[config.mk]
export PLATFORM = sky130hd
export DESIGN_NAME = prism_sp_unit_rx_mq_flat
export DESIGN_NICKNAME = d
export VERILOG_FILES = /design/src/rtl/prism_sp_unit_rx_mq_if.sv /design/src/rtl/prism_sp_unit_rx_mq.sv /design/src/flat_wrapper.sv
export SDC_FILE = /design/constraint.sdc
export NUM_CORES = 1
export LEC_CHECK = 0
export ABC_AREA = 1
export BUFFER_PORTS_ARGS = -buffer_cell sky130_fd_sc_hd__buf_4
export CORE_ASPECT_RATIO = 1.5
export CORE_MARGIN = 2
export CORE_UTILIZATION = 58
export DETAILED_ROUTE_END_ITERATION = 8
export GPL_TIMING_DRIVEN = 0
export HOLD_SLACK_MARGIN = 0.15
export MAX_ROUTING_LAYER = met4
export PLACE_DENSITY = 0.85
export SLEW_MARGIN = 30
export SYNTH_ARGS = -nofsm -noshare
export SYNTH_HDL_FRONTEND = slang
export SYNTH_SLANG_ARGS = --single-unit
[constraint.sdc]
create_clock -name clk -period 10.8 [get_ports clk]
set_clock_uncertainty 0.2 [all_clocks]
set_input_delay 1.62 -clock clk [delete_from_list [all_inputs] [get_ports clk]]
set_output_delay 1.62 -clock clk [all_outputs]
set_load 0.005 [all_outputs]
[src/rtl/prism_sp_unit_rx_mq_if.sv]
// Bus bundle for the multi-queue SP RX command unit.
// It carries the issue, writeback, metadata-FIFO and DMA engine signals.
// The unit itself uses the slave modport; the environment uses the master modport.
interface prism_sp_unit_rx_mq_if #(
    parameter int NQUEUES      = 4,
    parameter int META_WIDTH   = 32,
    parameter int RESULT_WIDTH = 32,
    parameter int ADDR_WIDTH   = 32,
    parameter int LEN_WIDTH    = 16
);
    logic                          issue_new_request;
    logic                          issue_ready;
    logic [4:0]                    issue_cmd;
    logic [31:0]                   issue_rs1;
    logic [31:0]                   issue_rs2;
    logic                          wb_done;
    logic [RESULT_WIDTH-1:0]       result;
    logic [NQUEUES-1:0]            meta_rd_en;
    logic [NQUEUES*META_WIDTH-1:0] meta_rd_data;
    logic [NQUEUES-1:0]            meta_empty;
    logic                          dma_start;
    logic [ADDR_WIDTH-1:0]         dma_addr;
    logic [LEN_WIDTH-1:0]          dma_len;
    logic                          dma_busy;

    modport slave (
        input  issue_new_request, issue_cmd, issue_rs1, issue_rs2,
        input  meta_rd_data, meta_empty, dma_busy,
        output issue_ready, wb_done, result, meta_rd_en,
        output dma_start, dma_addr, dma_len
    );

    modport master (
        output issue_new_request, issue_cmd, issue_rs1, issue_rs2,
        output meta_rd_data, meta_empty, dma_busy,
        input  issue_ready, wb_done, result, meta_rd_en,
        input  dma_start, dma_addr, dma_len
    );
endinterface

[src/rtl/prism_sp_unit_rx_mq.sv]
// Multi-queue SP RX command unit.
// It executes one-hot RX commands against NQUEUES FWFT metadata FIFOs.
// DMA start descriptors are buffered in a small start queue.
// A three-state launcher drains that queue into the single DMA write engine.
module prism_sp_unit_rx_mq #(
    parameter int NQUEUES      = 4,
    parameter int META_WIDTH   = 32,
    parameter int RESULT_WIDTH = 32,
    parameter int ADDR_WIDTH   = 32,
    parameter int LEN_WIDTH    = 16,
    parameter int DMA_QDEPTH   = 4
) (
    input  logic                   clk,
    input  logic                   rst_n,
    prism_sp_unit_rx_mq_if.slave   bus
);
    localparam int QSEL_W = (NQUEUES > 1) ? $clog2(NQUEUES) : 1;
    localparam int PTR_W  = $clog2(DMA_QDEPTH);
    localparam int CNT_W  = PTR_W + 1;

    typedef enum logic [1:0] {
        ST_IDLE  = 2'd0,
        ST_GUARD = 2'd1,
        ST_WAIT  = 2'd2
    } state_t;

    state_t                  state_q, state_d;
    logic                    inflight_q;
    logic                    wb_done_q;
    logic [RESULT_WIDTH-1:0] result_q, result_d;
    logic [NQUEUES-1:0]      meta_rd_en_q, meta_rd_en_d;
    logic                    dma_start_q;
    logic [ADDR_WIDTH-1:0]   dma_addr_q;
    logic [LEN_WIDTH-1:0]    dma_len_q;
    logic err_pop_empty_q, err_qsel_q, err_zero_len_q, err_illegal_q;
    logic err_pop_empty_d, err_qsel_d, err_zero_len_d, err_illegal_d;

    logic [ADDR_WIDTH-1:0]   addr_mem_q [DMA_QDEPTH];
    logic [LEN_WIDTH-1:0]    len_mem_q  [DMA_QDEPTH];
    logic [PTR_W-1:0]        wr_ptr_q, rd_ptr_q;
    logic [CNT_W-1:0]        count_q;

    logic                    pop_s, push_s, full_s, ready_s, accept_s;
    logic                    guard_s, qsel_ok_s, head_empty_s;
    logic [QSEL_W-1:0]       qsel_s;
    logic [META_WIDTH-1:0]   head_data_s;

    assign guard_s = (state_q == ST_GUARD);
    // A launcher pop in this cycle frees a slot, so a full queue can still accept.
    assign full_s   = (count_q == CNT_W'(DMA_QDEPTH)) && !pop_s;
    assign ready_s  = rst_n && !inflight_q && !(bus.issue_cmd[2] && full_s);
    assign accept_s = bus.issue_new_request && ready_s;

    // The whole rs1 value is range-checked, so out-of-range selects never alias a valid queue.
    assign qsel_ok_s = (bus.issue_rs1 < 32'(NQUEUES));
    assign qsel_s    = bus.issue_rs1[QSEL_W-1:0];

    // Select the head word and empty flag of the addressed metadata queue.
    always_comb begin
        head_data_s  = '0;
        head_empty_s = 1'b1;
        for (int q = 0; q < NQUEUES; q++) begin
            if (qsel_s == QSEL_W'(q)) begin
                head_data_s  = bus.meta_rd_data[q*META_WIDTH +: META_WIDTH];
                head_empty_s = bus.meta_empty[q];
            end else begin
                head_data_s  = head_data_s;
                head_empty_s = head_empty_s;
            end
        end
    end

    // Launcher next-state logic; in IDLE it pops the start queue when the engine is free.
    always_comb begin
        state_d = state_q;
        pop_s   = 1'b0;
        case (state_q)
            ST_IDLE: begin
                if ((count_q != CNT_W'(0)) && !bus.dma_busy) begin
                    pop_s   = 1'b1;
                    state_d = ST_GUARD;
                end else begin
                    state_d = ST_IDLE;
                end
            end
            ST_GUARD: state_d = ST_WAIT;
            ST_WAIT: begin
                if (!bus.dma_busy) begin
                    state_d = ST_IDLE;
                end else begin
                    state_d = ST_WAIT;
                end
            end
            default: state_d = ST_IDLE;
        endcase
    end

    // Command decode: result, pop strobe, queue push and sticky error updates for an accepted command.
    always_comb begin
        result_d        = '0;
        meta_rd_en_d    = '0;
        push_s          = 1'b0;
        err_pop_empty_d = err_pop_empty_q;
        err_qsel_d      = err_qsel_q;
        err_zero_len_d  = err_zero_len_q;
        err_illegal_d   = err_illegal_q;
        if (accept_s) begin
            case (bus.issue_cmd)
                5'b00001: begin
                    if (!qsel_ok_s) begin
                        err_qsel_d = 1'b1;
                    end else if (head_empty_s) begin
                        err_pop_empty_d = 1'b1;
                    end else begin
                        result_d     = RESULT_WIDTH'(head_data_s);
                        meta_rd_en_d = NQUEUES'(1) << qsel_s;
                    end
                end
                5'b00010: result_d[NQUEUES-1:0] = bus.meta_empty;
                5'b00100: begin
                    if (bus.issue_rs2[LEN_WIDTH-1:0] == LEN_WIDTH'(0)) begin
                        err_zero_len_d = 1'b1;
                    end else begin
                        push_s = 1'b1;
                    end
                end
                5'b01000: begin
                    result_d[0]          = bus.dma_busy | guard_s;
                    result_d[1]          = (count_q != CNT_W'(0));
                    result_d[8 +: CNT_W] = count_q;
                    result_d[16]         = err_pop_empty_q;
                    result_d[17]         = err_qsel_q;
                    result_d[18]         = err_zero_len_q;
                    result_d[19]         = err_illegal_q;
                end
                5'b10000: begin
                    err_pop_empty_d = 1'b0;
                    err_qsel_d      = 1'b0;
                    err_zero_len_d  = 1'b0;
                    err_illegal_d   = 1'b0;
                end
                default: err_illegal_d = 1'b1;
            endcase
        end else begin
            result_d = '0;
        end
    end

    // Writeback, pop strobe, inflight throttle and sticky error registers.
    always_ff @(posedge clk or negedge rst_n) begin
        if (!rst_n) begin
            inflight_q      <= 1'b0;
            wb_done_q       <= 1'b0;
            result_q        <= '0;
            meta_rd_en_q    <= '0;
            err_pop_empty_q <= 1'b0;
            err_qsel_q      <= 1'b0;
            err_zero_len_q  <= 1'b0;
            err_illegal_q   <= 1'b0;
        end else begin
            inflight_q      <= accept_s;
            wb_done_q       <= accept_s;
            meta_rd_en_q    <= meta_rd_en_d;
            err_pop_empty_q <= err_pop_empty_d;
            err_qsel_q      <= err_qsel_d;
            err_zero_len_q  <= err_zero_len_d;
            err_illegal_q   <= err_illegal_d;
            if (accept_s) begin
                result_q <= result_d;
            end else begin
                result_q <= result_q;
            end
        end
    end

    // Start-queue storage; contents are only meaningful between the pointers.
    always_ff @(posedge clk) begin
        if (push_s) begin
            addr_mem_q[wr_ptr_q] <= bus.issue_rs1[ADDR_WIDTH-1:0];
            len_mem_q[wr_ptr_q]  <= bus.issue_rs2[LEN_WIDTH-1:0];
        end
    end

    // Start-queue pointers and occupancy; push and pop may happen in the same cycle.
    always_ff @(posedge clk or negedge rst_n) begin
        if (!rst_n) begin
            wr_ptr_q <= '0;
            rd_ptr_q <= '0;
            count_q  <= '0;
        end else begin
            if (push_s) wr_ptr_q <= wr_ptr_q + PTR_W'(1);
            if (pop_s)  rd_ptr_q <= rd_ptr_q + PTR_W'(1);
            case ({push_s, pop_s})
                2'b10:   count_q <= count_q + CNT_W'(1);
                2'b01:   count_q <= count_q - CNT_W'(1);
                default: count_q <= count_q;
            endcase
        end
    end

    // Launcher state register and registered DMA start/address/length outputs.
    always_ff @(posedge clk or negedge rst_n) begin
        if (!rst_n) begin
            state_q     <= ST_IDLE;
            dma_start_q <= 1'b0;
            dma_addr_q  <= '0;
            dma_len_q   <= '0;
        end else begin
            state_q     <= state_d;
            dma_start_q <= pop_s;
            if (pop_s) begin
                dma_addr_q <= addr_mem_q[rd_ptr_q];
                dma_len_q  <= len_mem_q[rd_ptr_q];
            end
        end
    end

    assign bus.issue_ready = ready_s;
    assign bus.wb_done     = wb_done_q;
    assign bus.result      = result_q;
    assign bus.meta_rd_en  = meta_rd_en_q;
    assign bus.dma_start   = dma_start_q;
    assign bus.dma_addr    = dma_addr_q;
    assign bus.dma_len     = dma_len_q;
endmodule

[src/flat_wrapper.sv]
// flat-port wrapper written by rule: the top's interface ports become plain ports
module prism_sp_unit_rx_mq_flat 
#(
    parameter int NQUEUES      = 4,
    parameter int META_WIDTH   = 32,
    parameter int RESULT_WIDTH = 32,
    parameter int ADDR_WIDTH   = 32,
    parameter int LEN_WIDTH    = 16,
    parameter int DMA_QDEPTH   = 4
)
  (clk, rst_n, bus_issue_new_request, bus_issue_cmd, bus_issue_rs1, bus_issue_rs2, bus_meta_rd_data, bus_meta_empty, bus_dma_busy, bus_issue_ready, bus_wb_done, bus_result, bus_meta_rd_en, bus_dma_start, bus_dma_addr, bus_dma_len);
  prism_sp_unit_rx_mq_if #(.NQUEUES(NQUEUES), .META_WIDTH(META_WIDTH), .RESULT_WIDTH(RESULT_WIDTH), .ADDR_WIDTH(ADDR_WIDTH), .LEN_WIDTH(LEN_WIDTH)) bus_i ();
  input  logic clk;
  input  logic rst_n;
  input wire logic [$bits(bus_i.issue_new_request)-1:0] bus_issue_new_request;
  input wire logic [$bits(bus_i.issue_cmd)-1:0] bus_issue_cmd;
  input wire logic [$bits(bus_i.issue_rs1)-1:0] bus_issue_rs1;
  input wire logic [$bits(bus_i.issue_rs2)-1:0] bus_issue_rs2;
  input wire logic [$bits(bus_i.meta_rd_data)-1:0] bus_meta_rd_data;
  input wire logic [$bits(bus_i.meta_empty)-1:0] bus_meta_empty;
  input wire logic [$bits(bus_i.dma_busy)-1:0] bus_dma_busy;
  output wire logic [$bits(bus_i.issue_ready)-1:0] bus_issue_ready;
  output wire logic [$bits(bus_i.wb_done)-1:0] bus_wb_done;
  output wire logic [$bits(bus_i.result)-1:0] bus_result;
  output wire logic [$bits(bus_i.meta_rd_en)-1:0] bus_meta_rd_en;
  output wire logic [$bits(bus_i.dma_start)-1:0] bus_dma_start;
  output wire logic [$bits(bus_i.dma_addr)-1:0] bus_dma_addr;
  output wire logic [$bits(bus_i.dma_len)-1:0] bus_dma_len;
  assign bus_i.issue_new_request = bus_issue_new_request;
  assign bus_i.issue_cmd = bus_issue_cmd;
  assign bus_i.issue_rs1 = bus_issue_rs1;
  assign bus_i.issue_rs2 = bus_issue_rs2;
  assign bus_i.meta_rd_data = bus_meta_rd_data;
  assign bus_i.meta_empty = bus_meta_empty;
  assign bus_i.dma_busy = bus_dma_busy;
  assign bus_issue_ready = bus_i.issue_ready;
  assign bus_wb_done = bus_i.wb_done;
  assign bus_result = bus_i.result;
  assign bus_meta_rd_en = bus_i.meta_rd_en;
  assign bus_dma_start = bus_i.dma_start;
  assign bus_dma_addr = bus_i.dma_addr;
  assign bus_dma_len = bus_i.dma_len;
  prism_sp_unit_rx_mq #(.NQUEUES(NQUEUES), .META_WIDTH(META_WIDTH), .RESULT_WIDTH(RESULT_WIDTH), .ADDR_WIDTH(ADDR_WIDTH), .LEN_WIDTH(LEN_WIDTH), .DMA_QDEPTH(DMA_QDEPTH)) u_core (.clk(clk), .rst_n(rst_n), .bus(bus_i));
endmodule
After elaboration in Yosys (flattened, before gate mapping)
Memory sizes are Yosys's and may differ from the RTL's. A register that Yosys moved wholly into a read port is not among the register bits.
Cells that the tools add are included.
- add/subtract/negate cells: 4
- order comparisons: 1
- equality and inequality tests: 17
- shift-type cells: 1
- muxes and demuxes: 40
- bitwise operators: 2
- reductions and logical operators: 24
- operator list (operator ; count):
    32-bit 2-to-1 mux ; 6
    32-bit by 3-bit < comparator with 1-bit output, second input constant ; 1
    4-bit 2-to-1 mux ; 5
    16-bit logical NOT ; 1
    1-bit 2-to-1 mux ; 16
    12-bit 2-to-1 mux ; 1
    2-bit one-hot mux with 3 select lines ; 2
    3-bit one-hot mux with 2 select lines ; 2
    2-bit equality test, second input constant ; 4
    1-bit one-hot mux with 2 select lines ; 4
    4-bit one-hot mux with 2 select lines ; 1
    2-bit by 1-bit equality test with 1-bit output, second input constant ; 3
    1-bit logical AND ; 6
    1-bit logical NOT ; 6
    2-bit by 1-bit inequality test with 1-bit output, second input constant ; 3
    3-bit AND reduction ; 2
    2-bit nonzero test ; 3
    5-bit by 1-bit equality test with 1-bit output, second input constant ; 1
    5-bit by 2-bit equality test with 1-bit output, second input constant ; 1
    5-bit by 3-bit equality test with 1-bit output, second input constant ; 1
    5-bit by 4-bit equality test with 1-bit output, second input constant ; 1
    5-bit equality test, second input constant ; 1
    5-bit 2-to-1 mux ; 1
    2-bit by 1-bit adder with 2-bit output, second input constant ; 2
    14 further kinds ; 15
- bits in registers: 51
- bits in writable memories: 192
- bits of input ports: 205
- output and inout port bits: 87
- logic and storage cells: 103
- memories: 2
- memory list (memory ; words ; bits a word ; rd ports ; clocked after memory_dff ; wr ports ; line ; RTL):
    u_core.addr_mem_q ; 4 ; 32 ; 1 ; 1 ; 1 ; prism_sp_unit_rx_mq.sv:38 ; logic [ADDR_WIDTH-1:0] addr_mem_q [DMA_QDEPTH];
    u_core.len_mem_q ; 4 ; 16 ; 1 ; 1 ; 1 ; prism_sp_unit_rx_mq.sv:39 ; logic [LEN_WIDTH-1:0] len_mem_q [DMA_QDEPTH];

Depth between registers and ports, before layout
- depth after elaboration: 13
- gate-level depth with buffers: 14
- depth with buffers taken out: 14

Worst setup path before layout
No wires, ideal clock.
- kind: input -> register
- start: input port bus_dma_busy
- end: memory u_core.addr_mem_q[0][0] (enable)
- library setup time: 454 ps
- arrival: 4308 ps
- required time: 10146 ps
- slack: 5838 ps
- stages on the path: 7
- path buffers: 0
- cell sequence: nor2_1 -> nand2_2 -> nand2_1 -> nand3_1 -> clkinv_1 -> nand3_1 -> nor2_1
- cells in the longest elaborated chain, start to end: 13
- RTL lines (what ; line ; RTL):
    start, declared ; flat_wrapper.sv:21 ; input wire logic [$bits(bus_i.dma_busy)-1:0] bus_dma_busy;
    1-bit logical NOT ; prism_sp_unit_rx_mq.sv:79 ; if ((count_q != CNT_W'(0)) && !bus.dma_busy) begin
    1-bit logical AND ; prism_sp_unit_rx_mq.sv:79 ;
    1-bit 2-to-1 mux ; prism_sp_unit_rx_mq.sv:79 ;
    1-bit 2-to-1 mux ; prism_sp_unit_rx_mq.sv:77 ; case (state_q)
    1-bit logical NOT ; prism_sp_unit_rx_mq.sv:50 ; assign full_s = (count_q == CNT_W'(DMA_QDEPTH)) && !pop_s;
    1-bit logical AND ; prism_sp_unit_rx_mq.sv:50 ;
    1-bit logical AND ; prism_sp_unit_rx_mq.sv:51 ; assign ready_s = rst_n && !inflight_q && !(bus.issue_cmd[2] && full_s);
    1-bit logical NOT ; prism_sp_unit_rx_mq.sv:51 ;
    1-bit logical AND ; prism_sp_unit_rx_mq.sv:51 ;
    1-bit logical AND ; prism_sp_unit_rx_mq.sv:52 ; assign accept_s = bus.issue_new_request && ready_s;
    1-bit 2-to-1 mux ; prism_sp_unit_rx_mq.sv:107 ; if (accept_s) begin
    1-bit 2-to-1 mux ; prism_sp_unit_rx_mq.sv:178 ; if (push_s) begin
    1-bit 2-to-1 mux (not written as such) ; prism_sp_unit_rx_mq.sv:179 ; addr_mem_q[wr_ptr_q] <= bus.issue_rs1[ADDR_WIDTH-1:0];
    end, declared ; prism_sp_unit_rx_mq.sv:38 ;
Every way passes these cells.

Worst setup path after layout
- start: input port rst_n
- end: output port bus_issue_ready
- cells in the longest elaborated chain, start to end: 2
- RTL lines (what ; line ; RTL):
    start, declared ; flat_wrapper.sv:14 ; input logic rst_n;
    1-bit logical AND (2 in series) ; prism_sp_unit_rx_mq.sv:51 ;
    end, declared ; flat_wrapper.sv:22 ; output wire logic [$bits(bus_i.issue_ready)-1:0] bus_issue_ready;
Every way passes these cells.

==> qor.csv <==
stage;metric;value;unit
outcome;status;finished clean;
cells_and_area;layout.cells.non_filler;1891;
cells_and_area;drive_gt1_share;24.3;%
place;globalplace.congestion;0.946;
power;vdd_ir_drop_max;0.000126;V
power;cellLeakagePower;7.15;nW
timing;setup_slack;6.14;ns
critical_path;cp_max_fo;99;
timing;setup-tns-final;0;ns
timing;worst_pin_slew;0.827;ns
timing;finalHoldViolCount;0;
critical_path;path_common_cell;inv_1;
critical_path;crit_arrival;2.84;ns
place;hpwlAfterDp;25300;µm
cts;insertion_delay;0.52;ns
floorplan;die_w;125;µm
critical_path;cp-end-kind;primary output;
floorplan;die_h;185;µm
cells_and_area;regArea;8220;µm²
logic_synthesis;yosys.area.top_type;edfxtp_1;
drt;wl_per_cell;18.5;µm
critical_path;critPathTopFamily;buffers and inverters;
timing;maxSlewHeadroom;44.8;%
cts;cts_buffers;26;
cts;cts_tree;done;
cells_and_area;fin_util;75.1;%
logic_synthesis;async_reset_ff_share;33.8;%
logic_synthesis;ys_warn_count;0;
floorplan;dieArea;23000;µm²
cells_and_area;final_cell_area;16200;µm²
cts;clkSlewWorstSetupHoldPaths;0.06;ns
place;placed_cells;1843;
drt;vias;10579;
cells_and_area;final_cell_mix;nand2_1 (354), buf_4 (277), edfxtp_1 (192);
logic_synthesis;netlist_top_cells_area;edfxtp_1 (46%), dfrtp_1 (19%), nand2_1 (11%), nor2_1 (5.4%), o21ai_0 (5.2%);
drt;viasPerCell;5.59;
drt;ant_nets;0;
critical_path;slowest_stage;clkbuf_8;
floorplan;core;21600;µm²
timing;slew_violations;0;
global_routing;grt_pass1_wl;53500;µm
global_routing;grt_max_degree;100;
logic_synthesis;synth-edff-count;192;
cells_and_area;layout.nets;1810;
place;place_ws;5.75;ns
cells_and_area;area_growth;28.0;%
critical_path;slowest_delay;0.61;ns
job;drv_cap;0;
timing;clock.fmax;215;MHz
floorplan;row_count;66;
logic_synthesis;synth.distinct_cells;31;
floorplan;io_pins;292;
timing;finalCritPeriodShare;43.1;%
worst_hold_path;worstHoldPathType;flip-flop to flip-flop;
logic_synthesis;syn_area_per_cell;9.81;µm²
drt;drc_errors;0;
logic_synthesis;syn_area;12600;µm²
critical_path;cp-start-kind;input port;
logic_synthesis;ys.flop_type;edfxtp_1;
critical_path;cp_data_required_time;8.98;ns
drt;drt_iter0_drc;955;
cts;clockBufferDepth;3;
timing;rsz0062_at_grt;no;
logic_synthesis;synth_fp_nets;1499;
cts;cts_sinks;290;
cts;cts_resized;0;
cts;cts-hold-fix-buffers;0;
power;switchingPower;1.09;mW
logic_synthesis;seq_area_frac_synth;65.0;%
cts;clock-root-buffer;clkbuf_16;
critical_path;path_cells;clkbuf_8 > inv_1 > nor2_1 > nand2_1 > inv_1 > buf_4;
global_routing;grt_overflow;0;
drt;first_pass_iters;5;
power;combPwrFrac;30.5;%
cells_and_area;antenna-diode-count;0;
cells_and_area;multi_input_area;3860;µm²
global_routing;antenna_found_initial;0;
power;clkPwrFrac;28.1;%
cells_and_area;nFillCells;1495;
logic_synthesis;netlist_instances;1288;
cts;postCtsSetupRepairBufs;0;
logic_synthesis;synth_top_area_share;45.6;%
timing;setup_viol;0;
timing;period_minus_slack;4.66;ns
logic_synthesis;ys_seq_elements;290;
floorplan;start_util;58.6;%
drt;wl;35100;µm
place;numPortBuffers;275;
cells_and_area;layout_commonest_cell;nand2_1;
global_routing;grt_usage;30.6;%
power;power_density;204;nW/µm²
cts;htreeDepth;1;
power;p_seq_share;41.4;%
place;place_area;15300;µm²
global_routing;grt_pass1_vias;10582;
power;swShare;32.9;%
critical_path;path_class;input port to primary output;
power;p_int;2.22;mW
critical_path;path_buf_inv;4;
[state kept, by name (all words and copies together) (netlist names), 2 cells and up]
| register | count |
|---|---|
| u_core.bus.dma_addr | 32 |
| u_core.wr_ptr_q | 2 |
| u_core.state_q | 2 |
| u_core.rd_ptr_q | 2 |
| u_core.addr_mem_q | 128 |
| u_core.count_q | 3 |
| u_core.len_mem_q | 64 |
| u_core.bus.meta_rd_en | 4 |
| u_core.bus.dma_len | 16 |
| u_core.bus.result | 32 |
[layout make-up]
type	instances	area share, %
Buffer	73	2.05
Clock buffer	36	4.89
Clock inverter	12	0.526
Inverter	69	1.60
Multi-Input combinational cell	856	23.9
Sequential cell	290	50.8
Tap cell	272	2.10
Timing Repair Buffer	283	14.2
[path summary, 6_finish.rpt]
path	slack (ns)	startpoint	to	cells past startpoint
hold reg to reg	0.28	u_core.bus.dma_addr[30]	u_core.bus.dma_addr[30]	2
max in group asynchronous	8.82	rst_n	u_core.count_q[2]	1
min in group asynchronous	0.99	rst_n	u_core.bus.dma_addr[11]	1
hold / removal	0.28	u_core.bus.dma_addr[30]	u_core.bus.dma_addr[30]	2
setup reg to reg	7.49	u_core.state_q[0]	u_core.addr_mem_q[0][2]	11
setup / recovery	6.14	rst_n	bus_issue_ready	6
[metal layers]
layer  track usage [%]  wire (µm)  vias to the layer above
li1                  -          -                     4947
met1              32.2      11600                     4921
met2              55.9      18900                      602
met3              5.03       2870                      109
met4              14.8       1690                        0
met5                 -          0                        -
[power groups by stage]
stage	logic [mW]	registers (mW)	clock network [mW]
2_1_floorplan	0.544	1.38	0
3_3_place_gp	0.944	1.38	0
3_5_place_dp	0.990	1.39	0
4_1_cts	1.00	1.37	0.932
5_1_grt	1.11	1.38	0.981
6_report	1.01	1.37	0.928
[logic make-up after synthesis]
kind of cell,Yosys count,share of synthesized area [%]
xor+xnor,4,0.277
buf+inv,142,4.67
flops,290,65.0
fa+ha+maj,6,0.653
simple gates,646,21.0
compound gates,200,8.40
[worst min-delay path, delay by kind of cell, from the launching register on]
| family | cells | cell delay (ns) |
|---|---|---|
| simple gates | 2 | 0.10 |
| flops | 1 | 0.34 |
[Yosys cell counts, types with 15 or more instances]
cell	number
nand2_1	354
edfxtp_1	192
nor2_1	182
o21ai_0	131
dfrtp_1	98
inv_1	65
nand3_1	59
o22ai_1	49
clkbuf_1	43
buf_2	25
or2_2	22
o21ai_1	16
nand4_1	15
[stage by stage]
step	hold slack [ns]	power (mW)
6_report	0.279	3.30
5_1_grt	0.306	3.47
2_1_floorplan	0.242	1.93
3_3_place_gp	0.263	2.33
4_1_cts	0.284	3.30
3_5_place_dp	0.267	2.38
Note: power is estimated with default switching activity, not from simulation.
